--- config.mk ---
export PLATFORM = sky130hd
export DESIGN_NAME = mem_arbiter_n
export DESIGN_NICKNAME = d
export VERILOG_FILES = /design/src/rtl/mem_arbiter_n.sv
export SDC_FILE = /design/constraint.sdc
export NUM_CORES = 1
export LEC_CHECK = 0
export CORE_MARGIN = 10
export CORE_UTILIZATION = 42
export DETAILED_ROUTE_END_ITERATION = 8
export GPL_TIMING_DRIVEN = 0
export PLACE_DENSITY_LB_ADDON = 0.2
export SLEW_MARGIN = 20
export SYNTH_ARGS = -nofsm -noshare
export SYNTH_HDL_FRONTEND = slang
export SYNTH_SLANG_ARGS = --single-unit
--- constraint.sdc ---
create_clock -name clk_in -period 2.2 [get_ports clk_in]
set_input_delay 0.44 -clock clk_in [delete_from_list [all_inputs] [get_ports clk_in]]
set_output_delay 0.44 -clock clk_in [all_outputs]
set_load 0.05 [all_outputs]
--- src/rtl/mem_arbiter_n.sv ---
// Round-robin arbiter of NUM_PORTS request channels onto a byte-wide RAM/IO bus.
// Serialises multi-byte transfers, stalls UART writes, and supports read abort.
module mem_arbiter_n #(
    parameter int unsigned NUM_PORTS = 2,
    parameter int unsigned ADDR_W    = 32,
    parameter int unsigned MAX_BYTES = 4
) (
    input  logic                              clk_in,
    input  logic                              rst_in,
    input  logic                              rdy_in,
    input  logic [NUM_PORTS-1:0]              req_valid,
    input  logic [NUM_PORTS-1:0]              req_we,
    input  logic [NUM_PORTS*ADDR_W-1:0]       req_addr,
    input  logic [NUM_PORTS*3-1:0]            req_len,
    input  logic [NUM_PORTS*8*MAX_BYTES-1:0]  req_wdata,
    input  logic [NUM_PORTS-1:0]              req_abort,
    output logic [NUM_PORTS-1:0]              resp_done,
    output logic [8*MAX_BYTES-1:0]            resp_rdata,
    input  logic [7:0]                        mem_din,
    output logic [7:0]                        mem_dout,
    output logic [ADDR_W-1:0]                 mem_a,
    output logic                              mem_wr,
    input  logic                              io_buffer_full
);

    localparam int unsigned DATA_W = 8 * MAX_BYTES;
    localparam int unsigned LEN_W  = 3;
    localparam int unsigned GNT_W  = (NUM_PORTS > 1) ? $clog2(NUM_PORTS) : 1;

    typedef enum logic [1:0] {IDLE, READ, WRITE, DONE} state_t;

    state_t             state;
    logic [GNT_W-1:0]   last_grant;
    logic [LEN_W-1:0]   xfer_len;
    logic [LEN_W-1:0]   byte_idx;
    logic [DATA_W-1:0]  wbuf;

    logic               gnt_found_c;
    logic [GNT_W-1:0]   gnt_port_c;
    logic [GNT_W-1:0]   cand_c;
    logic               io_stall_c;
    logic [NUM_PORTS-1:0] done_oh_c;
    logic [LEN_W-1:0]   cap_idx_c;

    // First valid port strictly after last_grant, wrapping around.
    always_comb begin
        gnt_found_c = 1'b0;
        gnt_port_c  = last_grant;
        cand_c      = last_grant;
        for (int unsigned i = 1; i <= NUM_PORTS; i++) begin
            cand_c = GNT_W'((32'(last_grant) + i) % NUM_PORTS);
            if (!gnt_found_c && req_valid[cand_c]) begin
                gnt_found_c = 1'b1;
                gnt_port_c  = cand_c;
            end
        end
    end

    assign io_stall_c = (mem_a[17:16] == 2'b11) && io_buffer_full;
    assign done_oh_c  = NUM_PORTS'(1) << last_grant;
    assign cap_idx_c  = byte_idx - LEN_W'(1);

    // Write strobe gated combinationally so a paused or stalled byte is never repeated.
    assign mem_wr = (state == WRITE) && rdy_in && !io_stall_c;

    always_ff @(posedge clk_in) begin
        if (rst_in) begin
            state      <= IDLE;
            last_grant <= GNT_W'(NUM_PORTS - 1);
            xfer_len   <= '0;
            byte_idx   <= '0;
            wbuf       <= '0;
            mem_a      <= '0;
            mem_dout   <= '0;
            resp_done  <= '0;
            resp_rdata <= '0;
        end else if (rdy_in) begin
            case (state)
                IDLE: begin
                    if (gnt_found_c) begin
                        last_grant <= gnt_port_c;
                        mem_a      <= req_addr[gnt_port_c*ADDR_W +: ADDR_W];
                        xfer_len   <= req_len[gnt_port_c*LEN_W +: LEN_W];
                        byte_idx   <= '0;
                        resp_rdata <= '0;
                        if (req_we[gnt_port_c]) begin
                            state    <= WRITE;
                            mem_dout <= req_wdata[gnt_port_c*DATA_W +: 8];
                            wbuf     <= req_wdata[gnt_port_c*DATA_W +: DATA_W] >> 8;
                        end else begin
                            state <= READ;
                        end
                    end
                end
                // Address for byte k goes out while byte k-1 returns on mem_din.
                READ: begin
                    if (req_abort[last_grant]) begin
                        state <= IDLE;
                    end else begin
                        if (byte_idx != '0) begin
                            resp_rdata[8*cap_idx_c +: 8] <= mem_din;
                        end
                        if (byte_idx == xfer_len) begin
                            state     <= DONE;
                            resp_done <= done_oh_c;
                        end else begin
                            byte_idx <= byte_idx + LEN_W'(1);
                            if (byte_idx + LEN_W'(1) != xfer_len) begin
                                mem_a <= mem_a + ADDR_W'(1);
                            end
                        end
                    end
                end
                WRITE: begin
                    if (!io_stall_c) begin
                        if (byte_idx == xfer_len - LEN_W'(1)) begin
                            state     <= DONE;
                            resp_done <= done_oh_c;
                        end else begin
                            byte_idx <= byte_idx + LEN_W'(1);
                            mem_a    <= mem_a + ADDR_W'(1);
                            mem_dout <= wbuf[7:0];
                            wbuf     <= wbuf >> 8;
                        end
                    end
                end
                DONE: begin
                    resp_done <= '0;
                    state     <= IDLE;
                end
                default: state <= IDLE;
            endcase
        end
    end

endmodule

[Word-level counts from Yosys, hierarchy flattened]
Index checks and enable logic that the tools add are counted.
Cells by class
  add/subtract/negate cells: 7
  multiplexer cells: 52
  equal/unequal tests: 18
  reduce and logical (&&, ||, !) cells: 19
  $mul: 1
  shift operators: 7
  order comparisons: 4
Operator list (count)
  $mux 32: 13
  $pmux 32 s2: 2
  $shiftx 64x7->32: 2
  $pmux 32 s3: 1
  $shiftx 64x7->8: 1
  $neg 6->34: 1
  $shift 8x34->32 const A: 1
  $shiftx 8x34->32: 1
  $add 32x1->32 const B: 1
  $bwmux 32: 1
  $mux 8: 4
  $mux 2: 10
  $ne 2x2->1 const B: 9
  $pmux 8 s2: 1
  $mux 3: 5
  $mux 1: 12
  $reduce_and 6->1: 2
  $reduce_and 5->1: 2
  $pmux 3 s3: 1
  $reduce_bool 3->1: 3
  $lt 1x2->1 const B: 4
  $pmux 2 s4: 1
  $reduce_and 8->1: 1
  $reduce_and 7->1: 1
  18 further kinds: 28
Word-level totals
  input bits: 152
  logic and storage cells: 117
  bits in registers: 115

[Logic depth before layout (Yosys ltp)]
  depth after elaboration: 12
  gate-level depth with buffers: 11

[Least setup slack after synthesis]
Ideal clock, no wire load.
  kind: reg2reg
  start: register mem_a[0]
  end: register mem_a[26]
  clock period less this slack: 2.660 ns
  arrival time: 2.532 ns
  slack: -0.460 ns
  stages on the path, launching flop included: 8
  path through: dfxtp_1 > ha_1 > nand4_1 > or4_1 > clkbuf_1 > o31a_1 > o311ai_1 > o21ai_1
On the way
  word-level cells in the longest chain between the ends: 5
Ends and longest elaborated chain
  start: declaration: RTL line 21  | output logic [ADDR_W-1:0] mem_a,
  start signal: assignment: RTL line 82  | mem_a <= req_addr[gnt_port_c*ADDR_W +: ADDR_W];
  start signal: assignment: RTL line 109  | mem_a <= mem_a + ADDR_W'(1);
  start signal: assignment: RTL line 121  | mem_a <= mem_a + ADDR_W'(1);
  $add 32x1->32 *: RTL line 109, 121
  $mux 32: RTL line 108  | if (byte_idx + LEN_W'(1) != xfer_len) begin
  $mux 32: RTL line 103  | if (byte_idx == xfer_len) begin
  $mux 32: RTL line 97  | if (req_abort[last_grant]) begin
  $pmux 32 s3 *: RTL line 78  | case (state)
Mark *: on every way between the ends. The rest lies on a longest branch, timed or not. The select of a mux whose other input is x is not followed.
A chain may end at the register's enable or synchronous reset.

[Worst setup path in the final report]
  start: register byte_idx[2]
  end: register mem_a[20]
On the way
  word-level cells in the longest chain between the ends: 4
Ends and longest elaborated chain
  start: declaration: RTL line 35  | logic [LEN_W-1:0] byte_idx;
  start signal: assignment: RTL line 107  | byte_idx <= byte_idx + LEN_W'(1);
  start signal: assignment: RTL line 120  | byte_idx <= byte_idx + LEN_W'(1);
  $add 3x1->3: RTL line 108
  $ne 3x3->1: RTL line 108
  $ne 2x2->1 (no source line)
  $reduce_and 8->1 (no source line) *
Mark *: on every way between the ends. The rest lies on a longest branch, timed or not.

==> reports/summary.txt <==
========================================================================================================
Result of the run ......................................................................... complete, but fails checks
Failing checks ............................................................................ setup timing
Number of nets in the layout ..............................................................         1285
Antenna cell count ........................................................................            0
Ranking of synthesized cells by area ...................................................... sky130_fd_sc_hd__dfxtp_1 (32%), sky130_fd_sc_hd__a21oi_1 (6.1%), sky130_fd_sc_hd__o21ai_0 (4.9%)
Core occupancy in the finished layout .....................................................        0.717
Detailed route wirelength on metal2 .......................................................     14400 um
Source-to-sink clock delay at the later pin of the worst-skew pair ........................      0.36 ns
Number of sinks driven by the clock tree ..................................................          107
Max IR drop VDD ...........................................................................   0.000543 V
Post-synth top area cell .................................................................. sky130_fd_sc_hd__dfxtp_1
Post-synth top flop ....................................................................... sky130_fd_sc_hd__dfxtp_1
Dominant cell by count in the synthesized netlist ......................................... sky130_fd_sc_hd__dfxtp_1
Overflow after GRT ........................................................................            0
Share of async-settable or async-resettable flops after synthesis .........................            0
Worst endpoint data arrival time ..........................................................      2.59 ns
TritonCTS buffer count ....................................................................            9
Internal power component ..................................................................      5.17 mW
Fraction of synthesized cell area in xor and xnor cells ...................................       0.0147
Placeable core region .....................................................................    15400 um2
Leading post-synthesis cells by instance count ............................................ sky130_fd_sc_hd__dfxtp_1 (107), sky130_fd_sc_hd__a21oi_1 (81), sky130_fd_sc_hd__clkbuf_1 (69), sky130_fd_sc_hd__o21ai_0 (65), sky130_fd_sc_hd__nor2_1 (54)
Type of the worst setup path ..............................................................      reg2reg
Worst hold path stage count ...............................................................            2
Final setup violating endpoints ...........................................................           50
Residual DRC ..............................................................................            0
Detailed-router iteration count before antenna repair .....................................            6
Total Routing Usage GR ....................................................................        0.256
Initial cell density of the core ..........................................................        0.432
Compound-gate portion of the synthesized area .............................................        0.283
Worst-case register-to-register setup slack ...............................................     -0.13 ns
Reg power frac ............................................................................        0.268
Hold worst-path end ....................................................................... resp_done[1]$_SDFFE_PP0P_
Number of nets with antenna violations after detailed routing .............................            0
Global-route wire length before repair ....................................................     44800 um
Worst hold slack ..........................................................................     0.461 ns
Maximum number of pins on one net before global-route repair ..............................           19
Final Max Slew Viols ......................................................................            0
Number of non-filler instances in the completed layout ....................................         1336
Final Hold Violating Endpoints ............................................................            0
Actual slew at the worst max-slew pin .....................................................      1.03 ns
Synthesized Nets ..........................................................................         1017
Number of enable flip-flop cells after synthesis ..........................................            0
Die boundary width ........................................................................       146 um
Number of global-route vias before repair .................................................         8071
Final period utilization ..................................................................         1.06
Net switching share of the total power ....................................................        0.458
Bufs on Longest Clock Path ................................................................            2
# rows ....................................................................................           45
Highest metal layer used by the detailed router ...........................................         met4
P_leak ....................................................................................      3.97 nW
Combinational fraction of design power ....................................................        0.554
Routed wire length on met3 ................................................................      3210 um
Relative contribution of the clock network to total power .................................        0.178
Mapped Area ...............................................................................     6650 um2
Hold Startpoint ........................................................................... resp_done[1]$_SDFFE_PP0P_
Net switching power figure ................................................................      4.37 mW
Detailed-route vias per instance ..........................................................         6.28
Number of fill cells in the layout ........................................................         1172
Post-synthesis register bit count .........................................................          107
Capture point of the worst reg-to-reg path ................................................ mem_a[20]$_SDFFE_PP0P_
FF-to-FF Start ............................................................................ byte_idx[2]$_SDFFE_PP0P_
Post-Synth Adder-Cell Area ................................................................       0.0245
Total length of routed wires ..............................................................     30800 um
Number of design-rule violations left by the first detailed-router iteration ..............         1089
Number of placed instances with taps included .............................................         1289
Post-placement setup slack ................................................................     -1.09 ns
Number of antenna violations at the first check in global routing .........................            0
Routed len/inst ...........................................................................      23.1 um
Final Total Pwr ...........................................................................      9.54 mW
Detailed-route wire length on metal 1 .....................................................     11800 um
CTS tree ..................................................................................        built
Worst reg2reg path depth ..................................................................            8
Crit path required time ...................................................................      2.46 ns
Share of the synthesized area in the top cell type ........................................        0.322
Htree depth ...............................................................................            3
Largest fanout on the critical path .......................................................            7
Fin worst setup slack .....................................................................    -0.128 ns
Time the final worst path needs with I/O delays and setup .................................      2.33 ns
Max_cap viols .............................................................................            0
Max Clk Rate ..............................................................................      429 MHz
Nature of the critical path startpoint ....................................................    flip-flop
Synth Area per Inst .......................................................................     7.80 um2
CP delay by family, top ................................................................... compound AO/OA/AOI/OAI gates
Yosys Warn Count ..........................................................................            0
Placer Congestion .........................................................................        0.979
Detailed Place HPWL .......................................................................     21300 um
Post-CTS clock slew at the launch and capture registers of the worst setup and hold paths .      0.08 ns
Total of buffers placed on input and output ports .........................................          226
Slowest CP cell ........................................................................... sky130_fd_sc_hd__xnor3_1
Fraction of layout cells with a size suffix above 1 .......................................        0.268
Sequential cell area fraction in the yosys report .........................................        0.322
Number of instances in the synthesized netlist ............................................          852
Power density relative to cell area .......................................................   866 nW/um2
Largest family of logic cells by synthesized area ......................................... compound AO/OA/AOI/OAI gates
Setup Skew ................................................................................   0.00853 ns
CTS Root Cell ............................................................................. sky130_fd_sc_hd__clkbuf_16
Unrepaired setup endpoints after global routing ...........................................         true
Crit path largest cell delay ..............................................................      0.41 ns
Number of unique standard cell types used by synthesis ....................................           61
Bufs and invs on worst path ...............................................................            3
Die outline area ..........................................................................    21300 um2
Total via count in the routed design ......................................................         8395
Simple logic cell fraction of the synthesized area ........................................        0.249
Number of buffers inserted for hold repair after clock tree synthesis .....................            0
Worst hold path class .....................................................................      reg2reg
Worst slew margin .........................................................................        0.311
Top Ports .................................................................................          227
Floorplan die height ......................................................................       146 um
Multiplexer share of the synthesized area .................................................       0.0412
Post-synthesis to final-layout area growth ................................................        65.8%
Cells traversed along the worst timing path ............................................... xnor3_1 > and3_4 > buf_4 > buf_12 > a211oi_4 > nand2_4 > buf_8 > o32ai_1
Setup crit end kind .......................................................................    flip-flop
========================================================================================================
[timing repair]
action,4_1_cts,5_1_grt
resized for setup,136,184
setup endpoints to repair,105,97
buffers inserted,20,5
gates cloned,2,7
endpoints found under the hold margin,0,0
pin swaps,20,69
[cell type report]
class / count / area [um2] / area share
Timing Repair Buffer: 260 / 2640 / 0.240
Clock buffer: 11 / 264 / 0.0240
Clock inverter: 5 / 43.8 / 0.00398
Sequential cell: 107 / 2190 / 0.199
Inverter: 23 / 98.8 / 0.00897
Multi-Input combinational cell: 641 / 4920 / 0.446
Buffer: 78 / 602 / 0.0546
Tap cell: 211 / 264 / 0.0240
[tightest hold or removal path, delay by kind of cell, from the launching register on]
| family | cells | cell delay (ns) |
|---|---|---|
| flip-flops | 1 | 0.32 |
| AND/OR/NAND/NOR | 1 | 0.05 |
| multiplexers | 1 | 0.05 |
[metrics by stage]
stage | setup TNS, ns | area, um2
floorplan | 0 | 6710
global placement | -64.09 | 9240
detailed placement | -65.87 | 9240
CTS | -2.55 | 10200
global route | -5.99 | 11000
finish | -2.70 | 11000
[flip-flops by register name, indices dropped and copies added (netlist names)]
register / flops
state: 2
resp_rdata: 32
last_grant: 1
byte_idx: 3
xfer_len: 3
resp_done: 2
wbuf: 24
mem_a: 32
mem_dout: 8
[cell usage in the layout (no fill, tap or decap), types with 28 or more instances in the layout]
cell,count
sky130_fd_sc_hd__nor2_1,52
sky130_fd_sc_hd__clkdlybuf4s50_1,221
sky130_fd_sc_hd__a21oi_2,31
sky130_fd_sc_hd__a21oi_1,50
sky130_fd_sc_hd__o21ai_0,62
sky130_fd_sc_hd__and3_1,34
sky130_fd_sc_hd__or4_4,29
sky130_fd_sc_hd__dfxtp_1,82
sky130_fd_sc_hd__nand3_1,45
sky130_fd_sc_hd__nand2_1,51
sky130_fd_sc_hd__a211oi_1,28
[logic make-up after synthesis]
logic type / after synthesis
simple gates: 307
buf+inv: 104
compound gates: 287
xor+xnor: 8
mux: 26
flops: 107
fa+ha+maj: 13
[worst max-delay path by stage]
stage | slack (ns) | endpoint | depth (start not counted) | from
finish | -0.13 | mem_a[20]$_SDFFE_PP0P_ | 8 | byte_idx[2]$_SDFFE_PP0P_
global route | -0.18 | wbuf[8]$_SDFFE_PP0P_ | 9 | xfer_len[0]$_SDFFE_PP0P_
CTS | -0.10 | wbuf[11]$_SDFFE_PP0P_ | 8 | byte_idx[2]$_SDFFE_PP0P_
detailed placement | -1.09 | mem_a[27]$_SDFFE_PP0P_ | 9 | req_valid[1]
floorplan | 0.001 | wbuf[18]$_SDFFE_PP0P_ | 10 | state[0]$_SDFFE_PP0P_
global placement | -1.09 | mem_a[27]$_SDFFE_PP0P_ | 9 | req_valid[1]
[metal layers]
layer,track usage,up-vias
met3,0.0717,121
met1,0.310,3937
met2,0.418,538
met4,0.102,0
met5,0,-
li1,-,3799
[power by group through the flow]
stage / sequential (mW) / clock [mW] / combinational, mW
6_report: 2.56 / 1.70 / 5.29
5_1_grt: 2.59 / 1.75 / 5.56
4_1_cts: 2.52 / 1.68 / 4.48
3_5_place_dp: 2.55 / 0 / 3.98
3_3_place_gp: 2.55 / 0 / 3.96
2_1_floorplan: 3.02 / 0 / 2.03
(Power assumes the default switching activity.)
